## src/rtl/ghost_path_fsm.sv

```systemverilog
// ghost_path_fsm: sequential next-step chooser for a ghost on a wall map.
// Checks the four neighbours one per clock (up, left, down, right), then picks a
// direction for chase (minimum Manhattan distance), flee (maximum distance) or
// frightened (LFSR start point, first legal cyclically). The reverse of the last move
// is never chosen while another legal move exists. With no other move, the ghost
// reverses. If the reverse is also blocked, stuck is raised.
// Ports:
//   clk, rst_n            clock, async active-low reset
//   map                   wall bitmap, bit x+y*MAP_W, 1 = wall; stable while busy
//   start                 request, sampled only in IDLE
//   cur_x/cur_y           ghost position, latched on start
//   tgt_x/tgt_y           target position, latched on start
//   prev_dir              last move direction, latched on start
//   mode                  00 chase, 01 flee, 10 frightened, 11 chase
//   busy                  evaluation in progress
//   done                  one-cycle pulse when dir/stuck update
//   dir                   00 up, 01 down, 10 left, 11 right
//   stuck                 no legal move, reversal included
module ghost_path_fsm #(
    parameter int unsigned MAP_W  = 18,
    parameter int unsigned MAP_H  = 5,
    parameter int unsigned XW     = 5,
    parameter int unsigned YW     = 5,
    parameter bit          WRAP_X = 1'b0,
    parameter logic [7:0]  SEED   = 8'hA5
) (
    input  logic                     clk,
    input  logic                     rst_n,
    input  logic [0:MAP_W*MAP_H-1]   map,
    input  logic                     start,
    input  logic [XW-1:0]            cur_x,
    input  logic [YW-1:0]            cur_y,
    input  logic [XW-1:0]            tgt_x,
    input  logic [YW-1:0]            tgt_y,
    input  logic [1:0]               prev_dir,
    input  logic [1:0]               mode,
    output logic                     busy,
    output logic                     done,
    output logic [1:0]               dir,
    output logic                     stuck
);

    localparam int unsigned NCELL = MAP_W * MAP_H;
    localparam int unsigned IW    = $clog2(NCELL);
    localparam int unsigned DW    = XW + YW + 1;
    localparam logic [XW-1:0] X_MAX = XW'(MAP_W - 1);
    localparam logic [YW-1:0] Y_MAX = YW'(MAP_H - 1);

    localparam logic [2:0] S_IDLE    = 3'd0;
    localparam logic [2:0] S_EVAL0   = 3'd1;
    localparam logic [2:0] S_EVAL3   = 3'd4;
    localparam logic [2:0] S_RESOLVE = 3'd5;

    localparam logic [1:0] D_UP    = 2'b00;
    localparam logic [1:0] D_DOWN  = 2'b01;
    localparam logic [1:0] D_LEFT  = 2'b10;
    localparam logic [1:0] D_RIGHT = 2'b11;

    // Evaluation-order index (0 up, 1 left, 2 down, 3 right) to direction code
    function automatic logic [1:0] ord2dir(input logic [1:0] k);
        logic [1:0] d;
        case (k)
            2'd0:    d = D_UP;
            2'd1:    d = D_LEFT;
            2'd2:    d = D_DOWN;
            default: d = D_RIGHT;
        endcase
        return d;
    endfunction

    logic [2:0]    state, state_n;
    logic [XW-1:0] cx, cx_n, tx, tx_n;
    logic [YW-1:0] cy, cy_n, ty, ty_n;
    logic [1:0]    pdir, pdir_n, mode_q, mode_n;
    logic [3:0]    legal, legal_n;
    logic          rev_ok, rev_ok_n;
    logic [1:0]    best_idx, best_idx_n;
    logic [DW-1:0] best_dist, best_dist_n;
    logic          have_best, have_best_n;
    logic          busy_n, done_n, stuck_n;
    logic [1:0]    dir_n;
    logic [7:0]    lfsr;

    // Candidate cell for the current evaluation step
    logic [1:0]    k;
    logic [XW-1:0] cand_x;
    logic [YW-1:0] cand_y;
    logic          cand_inb;
    logic [IW-1:0] cand_cell;
    logic          cand_open;
    logic          cand_rev;
    logic [XW-1:0] dx;
    logic [YW-1:0] dy;
    logic [DW-1:0] cand_dist;
    logic          better;

    always_comb begin
        k        = 2'(state - S_EVAL0);
        cand_x   = cx;
        cand_y   = cy;
        cand_inb = 1'b0;
        case (k)
            2'd0: begin
                cand_y   = cy - YW'(1);
                cand_inb = (cy != '0);
            end
            2'd1: begin
                cand_x   = (cx == '0) ? X_MAX : cx - XW'(1);
                cand_inb = (cx != '0) || WRAP_X;
            end
            2'd2: begin
                cand_y   = cy + YW'(1);
                cand_inb = (cy != Y_MAX);
            end
            default: begin
                cand_x   = (cx == X_MAX) ? '0 : cx + XW'(1);
                cand_inb = (cx != X_MAX) || WRAP_X;
            end
        endcase
        // Out-of-bounds candidates never index the map
        cand_cell = cand_inb ? (IW'(cand_x) + IW'(cand_y) * IW'(MAP_W)) : '0;
        cand_open = cand_inb && !map[cand_cell];
        cand_rev  = (ord2dir(k) == (pdir ^ 2'b01));
        // Compare-then-subtract keeps the absolute difference unsigned-safe
        dx        = (cand_x >= tx) ? cand_x - tx : tx - cand_x;
        dy        = (cand_y >= ty) ? cand_y - ty : ty - cand_y;
        cand_dist = DW'(dx) + DW'(dy);
        better    = (mode_q == 2'b01) ? (cand_dist > best_dist) : (cand_dist < best_dist);
    end

    // Frightened pick: first legal candidate scanning cyclically from lfsr[1:0]
    logic [1:0] fr_pick;
    logic       fr_found;
    logic [1:0] fr_j;

    always_comb begin
        fr_pick  = lfsr[1:0];
        fr_found = 1'b0;
        fr_j     = '0;
        for (int i = 0; i < 4; i++) begin
            fr_j = lfsr[1:0] + 2'(i);
            if (!fr_found && legal[fr_j]) begin
                fr_pick  = fr_j;
                fr_found = 1'b1;
            end
        end
    end

    // Next-state and next-output logic
    always_comb begin
        state_n     = state;
        cx_n        = cx;
        cy_n        = cy;
        tx_n        = tx;
        ty_n        = ty;
        pdir_n      = pdir;
        mode_n      = mode_q;
        legal_n     = legal;
        rev_ok_n    = rev_ok;
        best_idx_n  = best_idx;
        best_dist_n = best_dist;
        have_best_n = have_best;
        busy_n      = busy;
        done_n      = 1'b0;
        dir_n       = dir;
        stuck_n     = stuck;

        case (state)
            S_IDLE: begin
                busy_n = 1'b0;
                if (start) begin
                    cx_n        = cur_x;
                    cy_n        = cur_y;
                    tx_n        = tgt_x;
                    ty_n        = tgt_y;
                    pdir_n      = prev_dir;
                    mode_n      = mode;
                    legal_n     = '0;
                    rev_ok_n    = 1'b0;
                    have_best_n = 1'b0;
                    busy_n      = 1'b1;
                    state_n     = S_EVAL0;
                end
            end
            3'd1, 3'd2, 3'd3, 3'd4: begin
                if (cand_open) begin
                    if (cand_rev) begin
                        rev_ok_n = 1'b1;
                    end else begin
                        legal_n[k] = 1'b1;
                        // Strict comparison: ties keep the earlier candidate
                        if (!have_best || better) begin
                            best_idx_n  = k;
                            best_dist_n = cand_dist;
                            have_best_n = 1'b1;
                        end
                    end
                end
                state_n = (state == S_EVAL3) ? S_RESOLVE : state + 3'd1;
            end
            S_RESOLVE: begin
                busy_n  = 1'b0;
                done_n  = 1'b1;
                state_n = S_IDLE;
                if (legal != '0) begin
                    dir_n   = (mode_q == 2'b10) ? ord2dir(fr_pick) : ord2dir(best_idx);
                    stuck_n = 1'b0;
                end else if (rev_ok) begin
                    dir_n   = pdir ^ 2'b01;
                    stuck_n = 1'b0;
                end else begin
                    dir_n   = pdir;
                    stuck_n = 1'b1;
                end
            end
            default: begin
                busy_n  = 1'b0;
                state_n = S_IDLE;
            end
        endcase
    end

    // State and output registers; LFSR free-runs every clock
    always_ff @(posedge clk or negedge rst_n) begin
        if (!rst_n) begin
            state     <= S_IDLE;
            cx        <= '0;
            cy        <= '0;
            tx        <= '0;
            ty        <= '0;
            pdir      <= '0;
            mode_q    <= '0;
            legal     <= '0;
            rev_ok    <= 1'b0;
            best_idx  <= '0;
            best_dist <= '0;
            have_best <= 1'b0;
            busy      <= 1'b0;
            done      <= 1'b0;
            dir       <= 2'b00;
            stuck     <= 1'b0;
            lfsr      <= SEED;
        end else begin
            state     <= state_n;
            cx        <= cx_n;
            cy        <= cy_n;
            tx        <= tx_n;
            ty        <= ty_n;
            pdir      <= pdir_n;
            mode_q    <= mode_n;
            legal     <= legal_n;
            rev_ok    <= rev_ok_n;
            best_idx  <= best_idx_n;
            best_dist <= best_dist_n;
            have_best <= have_best_n;
            busy      <= busy_n;
            done      <= done_n;
            dir       <= dir_n;
            stuck     <= stuck_n;
            lfsr      <= {lfsr[6:0], lfsr[7] ^ lfsr[5] ^ lfsr[4] ^ lfsr[3]};
        end
    end

endmodule
```

## config.mk

```make
export PLATFORM = sky130hd
export DESIGN_NAME = ghost_path_fsm
export DESIGN_NICKNAME = d
export VERILOG_FILES = /design/src/rtl/ghost_path_fsm.sv
export SDC_FILE = /design/constraint.sdc
export NUM_CORES = 1
export LEC_CHECK = 0
export CORE_ASPECT_RATIO = 1.75
export CORE_MARGIN = 2
export CORE_UTILIZATION = 50
export CTS_CLUSTER_DIAMETER = 80
export DETAILED_ROUTE_END_ITERATION = 10
export PLACE_DENSITY = 0.85
export SETUP_SLACK_MARGIN = 0.2
export SLEW_MARGIN = 20
export SYNTH_ARGS = -nofsm -noshare
export SYNTH_HDL_FRONTEND = slang
export SYNTH_SLANG_ARGS = --single-unit
```

## constraint.sdc

```tcl
create_clock -name clk -period 8.1 [get_ports clk]
set_input_delay 2.43 -clock clk [delete_from_list [all_inputs] [get_ports clk]]
set_output_delay 2.43 -clock clk [all_outputs]
set_load 0.05 [all_outputs]
```

==> impl_metrics.py <==
metrics = {
    "timing": {
        "tightest_slew_ps": 1170,
        "slew_headroom": 0.217,
        "setup_viol": 0,
        "fin_tns_setup_ps": 0,
        "report.final.slew_viol_count": 0,
        "finalCritPeriodShare": 0.799,
        "rsz0062_at_grt": "false",
        "fin_crit_ps": 6470,
        "max_freq_mhz": 155,
        "hold_viol": 0,
        "clock-skew-final_ps": 10.9,
    },
    "synthesis": {
        "post_synth_inst_count": 533,
        "synth_async_sr_flop_share": 1.00,
        "avgSynthCellArea_um2": 9.36,
        "synthesis.area_um2": 4990,
        "yosysMostFrequentCell": "inv_1",
        "synth_area_leaders": "dfrtp_1 25%, ha_1 12%, mux2_2 7.7%, mux2i_1 5.2%, inv_1 4.1%",
        "synth_top_area_share": 0.251,
        "ys_seq_area_frac": 0.272,
        "synth_nets": 706,
        "synth-seq-cells": 54,
        "synthDistinctLibCells": 70,
        "synth-main-ff-cell": "dfrtp_1",
        "yosys-top-cells-count": "55 x inv_1, 50 x dfrtp_1, 49 x ha_1",
        "ys_warn_count": 0,
        "synth_area_leader_cell": "dfrtp_1",
        "synth-edff-count": 0,
    },
    "global_routing": {
        "grt_util_met3": 0.0584,
        "grt_pass1_wl_um": 22800,
        "grt_util_met2": 0.508,
        "grt_busiest_layer": "met2",
        "antenna_found_initial": 0,
        "grt_start_max_net_pins": 55,
        "grt_util_met1": 0.244,
        "grt_pass1_vias": 4970,
        "track_usage": 0.270,
        "grt-ovfl-total": 0,
    },
    "worst_setup_path": {
        "cp-end-kind": "register",
        "cp-start-kind": "register",
        "arrival_ps": 6650,
        "crit_type": "register to register",
        "crit_required_ps": 8280,
        "crit_path_max_fanout": 23,
    },
    "routing": {
        "route.detailed.drc": 0,
        "ant_nets": 0,
        "vias_per_cell": 5.92,
        "wl_um": 14400,
        "post_drt_wl_per_cell_um": 18.7,
        "drt_pass1_iterations": 4,
        "routed-via-count": 4574,
        "drtIter0Drc": 276,
    },
    "clock_tree": {
        "worst_skew_pair.late_latency_ps": 300,
        "cts_buffers": 5,
        "ctsHoldBuffers": 0,
        "cts_setup_buffers": 0,
        "cts_resized": 0,
        "ctsRootBufferMaster": "clkbuf_16",
        "cts.reportedPaths.clkPinSlew_ps": 70,
        "cts.path.max_buffers": 2,
        "cts_tree": "yes",
        "htreeDepth": 2,
        "cts_sinks": 54,
    },
    "cells_and_area": {
        "final_cell_area_um2": 6450,
        "insertedDiodeCount": 0,
        "nets": 819,
        "fin_util": 0.659,
        "drive_gt1_frac": 0.105,
        "fill_cells": 765,
        "area_delta_synth_final_pct": 29.4,
    },
    "floorplanning": {
        "die_area_um2": 10800,
        "rows": 48,
        "ios": 122,
        "core_area_um2": 9790,
        "initial_core_util": 0.509,
        "die_x_um": 79.5,
        "fp.dieH_um": 136,
    },
    "job": {
        "cap_viol_max_count": 0,
    },
    "place": {
        "gp_congestion": 0.894,
        "placed_area_um2": 6280,
        "io_buffers": 121,
        "dp_hpwl_um": 11600,
    },
    "min_path": {
        "hp-class": "register to register",
    },
    "run_status": {
        "run_status": "finished clean",
    },
}
worst paths after layout:
kind / cells past startpoint / endpoint / slack, ps / from
min: 0 / lfsr[7] / 360 / lfsr[6]
max in group asynchronous: 2 / best_dist[5] / 5410 / rst_n
min reg2reg: 0 / lfsr[7] / 360 / lfsr[6]
max: 27 / best_dist[5] / 1630 / state[0]
min in group asynchronous: 2 / lfsr[6] / 2230 / rst_n
max reg2reg: 27 / best_dist[5] / 1630 / state[0]
sequential cells by signal, indices dropped and copies added, names as in the netlist, 3 cells and up:
register,count
legal,4
tx,5
cy,5
state,3
cx,5
lfsr,8
ty,5
best_dist,6
cell type report:
cell class,instances,area (um^2),share of cell area
Clock inverter,2,38.8,0.00601
Multi-Input combinational cell,407,3340,0.517
Timing Repair Buffer,122,1210,0.188
Inverter,56,213,0.0330
Clock buffer,6,139,0.0215
Sequential cell,54,1360,0.210
Tap cell,125,156,0.0242
critical path, cell delays in order, from the launching register on:
cell       delay, ps
dfrtp_1          610
inv_1            170
ha_1             450
nor2b_1          240
nand2_1          210
nand2_4          200
inv_4            300
ha_1             260
nor2b_1           60
o21ai_0          190
nand2b_1         120
a31o_2           230
a21o_1           180
a21o_1           250
mux2i_1          310
ha_1             290
a21o_1           150
a21oi_1          210
nor2b_1           70
o21ai_0          180
nand2b_1         110
ha_1             320
nand2_1           60
o21ai_0          210
o2111ai_1        150
a31oi_1          290
nand3_4          190
mux2_2           340
through the flow:
stage	setup slack, ps	hold slack (ps)	cells
finish	1630	364	772
global route	1080	384	772
CTS	1740	365	772
detailed placement	1770	350	764
global placement	2110	341	764
floorplan	2470	333	533
kinds of logic (layout without fill, tap and decap cells):
kind of cell | count (synthesis) | count (layout) | synth area share
flip-flops | 54 | 54 | 0.272
multiplexers | 66 | 66 | 0.153
AO/OA/AOI/OAI | 137 | 137 | 0.193
XOR/XNOR | 27 | 27 | 0.0474
adder cells (fa/ha/maj) | 56 | 56 | 0.151
AND/OR/NAND/NOR | 121 | 121 | 0.124
buffers and inverters | 72 | 186 | 0.0590
layer usage:
| metal | up-vias | routed length [um] | part of all wire |
|---|---|---|---|
| met5 | - | 0 | 0 |
| met4 | 0 | 952 | 0.066 |
| met3 | 57 | 1090 | 0.075 |
| met2 | 210 | 7380 | 0.51 |
| met1 | 2153 | 5000 | 0.35 |
| li1 | 2154 | - | - |
layout by cell type, fill, tap and decap left out, drive strengths merged, types with 3 or more instances in the layout:
cell type      Yosys  final
mux2i             26     26
o21a               3      3
nand2b            10     10
xnor2             15     15
o221ai             3      3
nand2             34     34
a21o              17     17
a31oi              4      4
xor2              12     12
a21oi             33     33
o21ai             23     23
nand3              8      8
ha                49     49
mux4               4      4
clkdlybuf4s50      0    120
nand4              3      3
or3                3      3
clkbuf             9      6
nor3               8      8
fa                 7      7
inv               56     57
a31o               3      3
dfstp              4      4
a211oi             3      3
a221o              3      3
nor4               3      3
dfrtp             50     50
a32oi              3      3
nor2              28     28
o211ai             4      4
a221oi             6      6
or2                3      3
nor2b             12     12
o311ai             3      3
o2111ai            4      4
a22oi              4      4
mux2              36     36
Power is left out: the tool's default activity adds up to more than one toggle a clock period on the data nets, which glitch-free logic cannot reach.
